$ cat src/rtl/maxnet_cnt.sv
// Maxnet iteration sequencer: loads activations, launches PLU passes and commits their results
// until one neuron survives, all die out, or the pass cap is reached.
module maxnet_cnt #(
  parameter int unsigned N        = 4,
  parameter int unsigned IDX_W    = 2,
  parameter int unsigned MAX_ITER = 31,
  parameter int unsigned ITER_W   = 5
) (
  input  logic              clk,
  input  logic              rst,
  input  logic              start,
  input  logic              plu_done,
  input  logic [N-1:0]      act_nz,
  output logic              init_ld,
  output logic              plu_start,
  output logic              act_ld,
  output logic              busy,
  output logic              done,
  output logic [IDX_W-1:0]  winner,
  output logic              winner_valid,
  output logic              timeout,
  output logic [ITER_W-1:0] iter_cnt
);

  localparam logic [ITER_W-1:0] IterCap = ITER_W'(MAX_ITER);

  typedef enum logic [2:0] {
    StIdle,
    StInit,
    StCheck,
    StRun,
    StWait,
    StUpdate,
    StFinish
  } state_e;

  state_e            state_q, state_d;
  logic [ITER_W-1:0] iter_cnt_q, iter_cnt_d;
  logic [IDX_W-1:0]  winner_q, winner_d;
  logic              winner_valid_q, winner_valid_d;
  logic              timeout_q, timeout_d;

  // Only pc==0, pc==1 and pc>=2 matter, so track "any" and "more than one" instead of a count.
  logic             any_nz;
  logic             multi_nz;
  logic [IDX_W-1:0] first_idx;

  always_comb begin
    any_nz    = 1'b0;
    multi_nz  = 1'b0;
    first_idx = '0;
    for (int unsigned i = 0; i < N; i++) begin
      if (act_nz[i]) begin
        if (any_nz) begin
          multi_nz = 1'b1;
        end else begin
          first_idx = IDX_W'(i);
        end
        any_nz = 1'b1;
      end
    end
  end

  always_comb begin
    state_d        = state_q;
    iter_cnt_d     = iter_cnt_q;
    winner_d       = winner_q;
    winner_valid_d = winner_valid_q;
    timeout_d      = timeout_q;
    case (state_q)
      StIdle: begin
        if (start) begin
          state_d        = StInit;
          iter_cnt_d     = '0;
          winner_d       = '0;
          winner_valid_d = 1'b0;
          timeout_d      = 1'b0;
        end
      end
      StInit: begin
        state_d = StCheck;
      end
      StCheck: begin
        if (any_nz && !multi_nz) begin
          winner_d       = first_idx;
          winner_valid_d = 1'b1;
          state_d        = StFinish;
        end else if (!any_nz) begin
          winner_valid_d = 1'b0;
          state_d        = StFinish;
        end else if (iter_cnt_q == IterCap) begin
          // Cap is checked before launching, so iter_cnt can never wrap.
          timeout_d = 1'b1;
          state_d   = StFinish;
        end else begin
          state_d = StRun;
        end
      end
      StRun: begin
        state_d = StWait;
      end
      StWait: begin
        if (plu_done) begin
          state_d = StUpdate;
        end
      end
      StUpdate: begin
        iter_cnt_d = iter_cnt_q + ITER_W'(1);
        state_d    = StCheck;
      end
      StFinish: begin
        state_d = StIdle;
      end
      default: begin
        state_d = StIdle;
      end
    endcase
  end

  always_ff @(posedge clk) begin
    if (rst) begin
      state_q        <= StIdle;
      iter_cnt_q     <= '0;
      winner_q       <= '0;
      winner_valid_q <= 1'b0;
      timeout_q      <= 1'b0;
    end else begin
      state_q        <= state_d;
      iter_cnt_q     <= iter_cnt_d;
      winner_q       <= winner_d;
      winner_valid_q <= winner_valid_d;
      timeout_q      <= timeout_d;
    end
  end

  always_comb begin
    init_ld      = (state_q == StInit);
    plu_start    = (state_q == StRun);
    act_ld       = (state_q == StUpdate);
    busy         = (state_q != StIdle);
    done         = (state_q == StFinish);
    winner       = winner_q;
    winner_valid = winner_valid_q;
    timeout      = timeout_q;
    iter_cnt     = iter_cnt_q;
  end

endmodule

$ cat config.mk
export PLATFORM = sky130hd
export DESIGN_NAME = maxnet_cnt
export DESIGN_NICKNAME = d
export VERILOG_FILES = /design/src/rtl/maxnet_cnt.sv
export SDC_FILE = /design/constraint.sdc
export NUM_CORES = 1
export LEC_CHECK = 0
export CAP_MARGIN = 30
export CORE_MARGIN = 1
export CORE_UTILIZATION = 35
export CTS_CLUSTER_DIAMETER = 40
export DETAILED_ROUTE_END_ITERATION = 10
export HOLD_SLACK_MARGIN = 0.12
export SLEW_MARGIN = 20
export SYNTH_ARGS = -nofsm -noshare
export SYNTH_HDL_FRONTEND = slang
export SYNTH_SLANG_ARGS = --single-unit
$ cat constraint.sdc
create_clock -name clk -period 2.6 [get_ports clk]
set_input_delay 0.52 -clock clk [delete_from_list [all_inputs] [get_ports clk]]
set_output_delay 0.52 -clock clk [all_outputs]
set_load 0.01 [all_outputs]
==> summary.txt <==
Floorplan
  • Core area: 1780 sq um
  • Die width: 46.4 microns
  • Row count: 15
  • Full die area: 2150 sq um
  • Initial Util: 38.7%
  • Die Span Y: 46.4 microns
  • Io pins: 22

Timing
  • Setup violators final: 0
  • Min Tclk post-route: 2.36 ns
  • Crit path setup slack, layout: 0.243 ns
  • Final setup TNS: 0 ns
  • Final Hold Viols: 0
  • Clock Skew: 0.000984 ns
  • Period utilization: 90.7%
  • RSZ-0062 raised after global routing: false
  • Fmax: 424 MHz
  • Max Slew Vio Count: 0
  • Rel. slew slack: 67.1%
  • Least-Margin Pin Slew: 0.490 ns

Clock tree
  • Clock root buffer: clkbuf_4
  • CTS Buf Count: 3
  • Clk sinks: 12
  • H-tree depth: 1
  • Clock Pin Slew Worst Setup and Hold Paths: 0.08 ns
  • Postcts setup bufs: 0
  • CTS Buffer Depth: 2
  • CTS Hold Bufs: 0
  • Insertion delay to the later sink of the worst-skew pair: 0.27 ns
  • CTS tree: done
  • CTS resizes: 0

Synthesis
  • Commonest cells post-synth: dfxtp_1, nor2_1, a21oi_1, nor3_1, nand2_1
  • Syn Inst Count: 79
  • Async set-reset flop share out of synthesis: 0%
  • Most frequent cell after synthesis: dfxtp_1
  • Yosys Warn Count: 0
  • Top FF cell, synth: dfxtp_1
  • Share of the synthesized area in the top cell type: 34.8%
  • Cell Area, Synth: 691 sq um
  • Number of synthesized flops with an enable pin: 0
  • Post-synth cell types: 36
  • Post-synthesis sequential area ratio: 34.8%
  • Syn_nets: 89
  • Area leader, netlist: dfxtp_1
  • Synth area leaders: dfxtp_1, a21oi_1, nor3_1
  • Synthesized area per cell: 8.74 sq um
  • Synthesized flop and latch total: 12

Setup path
  • Crit end category: output pin
  • R2R depth: 3
  • CP Class: flip-flop to output pin
  • Crit-path slowest cell: clkdlybuf4s50_1
  • Critical path arrival: 1.84 ns
  • Delay-heaviest family, CP: buffers and inverters
  • Critical path depth: 3
  • Highest cell delay on the worst timing path: 0.60 ns
  • Critical-path maximum fanout: 12
  • Critical path cell sequence: nand2_2 -> nor2_2 -> clkdlybuf4s50_1
  • Worst path bufs/invs: 1
  • Critical path launch point type: flip-flop
  • Data required, critical path: 2.08 ns

Power and ir drop
  • Switch Pwr: 126 uW
  • Flop pwr share: 45.6%
  • Maximum vdd drop: 264 uV
  • P per Cell Area: 470 nW/um^2
  • Total Power: 450 uW
  • Leak: 0.347 nW
  • Comb pwr share: 20.5%
  • Clk pwr share: 33.9%
  • Switching share of power: 27.9%
  • Internal: 324 uW

Place
  • DP HPWL: 1.10 mm
  • Pre-CTS WS: 0.513 ns
  • Port-buffer cells: 21
  • GP Congestion: 0.776

Global route
  • Initial antenna violation count: 0
  • GRT overflow: 0
  • All-layer global routing usage: 16.8%
  • Largest net degree at the start of global routing: 16
  • Vias in the first global route: 600
  • Global-route wire length before repair: 2.58 mm

Routing
  • Post-DRT Antenna Nets: 0
  • TritonRoute pass-1 iters: 4
  • Avg WL per Cell: 12.0 microns
  • WL final: 1.53 mm
  • Vias: 670
  • # DRC: 0
  • Initial drt markers: 24
  • Vias per inst: 5.28

Run status
  • Outcome: finished clean

Cells and area
  • P&R area growth vs syn: 38.6%
  • Number of inserted diodes: 0
  • Total Nets Final: 113
  • Ratio of cells with drive above 1 in the final layout: 13.7%
  • Filler instances: 167

Worst hold path
  • WHS Path Cells: 2
  • Worst Hold Class: flip-flop to flip-flop

Job
  • MaxCap Viol Count: 0
final cells by class:
cell class                      count  area [sq um]  area share [%]
Timing Repair Buffer               23           225            23.5
Inverter                            2          7.51           0.784
Sequential cell                    12           240            25.1
Multi-Input combinational cell     61           417            43.5
Clock buffer                        4          36.3            3.79
Tap cell                           25          31.3            3.27
stage by stage:
stage	utilization, %	hold slack, ns	instances	area [sq um]
2_1_floorplan	-	0.483	79	691
3_3_place_gp	51.6	0.452	123	921
3_5_place_dp	51.6	0.459	123	921
4_1_cts	53.7	0.479	127	957
5_1_grt	53.7	0.499	127	957
6_report	53.7	0.477	127	957
final timing paths:
check / start / endpoint / slack (ns)
setup / recovery: state_q[0] / act_ld / 0.24
hold / removal: winner[1] / winner[1] / 0.48
setup reg to reg: state_q[1] / winner[1] / 1.04
hold reg to reg: winner[1] / winner[1] / 0.48
worst min-delay path: stages (launching register included):
cell	delay (ns)
dfxtp_1	0.33
a21oi_1	0.04
nor2_1	0.07
cells by family after synthesis:
| family | Yosys count | synth area share (%) |
|---|---|---|
| muxes | 2 | 2.90 |
| xor gates and xnor gates | 1 | 1.27 |
| DFF | 12 | 34.8 |
| AOI/OAI and AO/OA | 21 | 24.1 |
| and+or+nand+nor | 35 | 28.4 |
| adders and majority gates | 2 | 3.62 |
| buffers and inverters | 6 | 4.89 |
sequential cells by signal (all words and copies together), names as in the netlist:
register	flops
state_q	3
iter_cnt	5
winner_valid	1
winner	2
timeout	1
power groups by stage:
stage / logic, mW / clock network, mW / registers (mW)
2_1_floorplan: 0.0663 / 0 / 0.199
3_3_place_gp: 0.0929 / 0 / 0.210
3_5_place_dp: 0.0923 / 0 / 0.209
4_1_cts: 0.0929 / 0.155 / 0.205
5_1_grt: 0.102 / 0.160 / 0.207
6_report: 0.0923 / 0.153 / 0.205
placed cells by master, fill, tap and decap left out, types with 2 or more instances in the layout:
cell type / Yosys / final
nor2b_1: 2 / 2
nor2_1: 8 / 8
a31oi_1: 2 / 2
and3_1: 2 / 2
mux2i_1: 2 / 2
ha_1: 2 / 2
nand2_1: 4 / 4
clkbuf_4: 0 / 3
clkdlybuf4s50_1: 0 / 21
dfxtp_1: 12 / 12
nor3_1: 7 / 7
buf_4: 1 / 2
o41ai_2: 2 / 2
a22oi_1: 2 / 2
nand3_1: 2 / 2
inv_1: 2 / 2
a21oi_1: 7 / 7
per-layer routing:
| layer | vias to the layer above | track usage [%] | part of all wire (%) |
|---|---|---|---|
| met1 | 303 | 24.0 | 52 |
| met2 | 18 | 23.1 | 41 |
| met3 | 5 | 4.31 | 5.4 |
| li1 | 344 | - | - |
| met5 | - | 0 | 0 |
| met4 | 0 | 7.65 | 1.6 |
No activity file was read; power rests on OpenSTA's default activity.
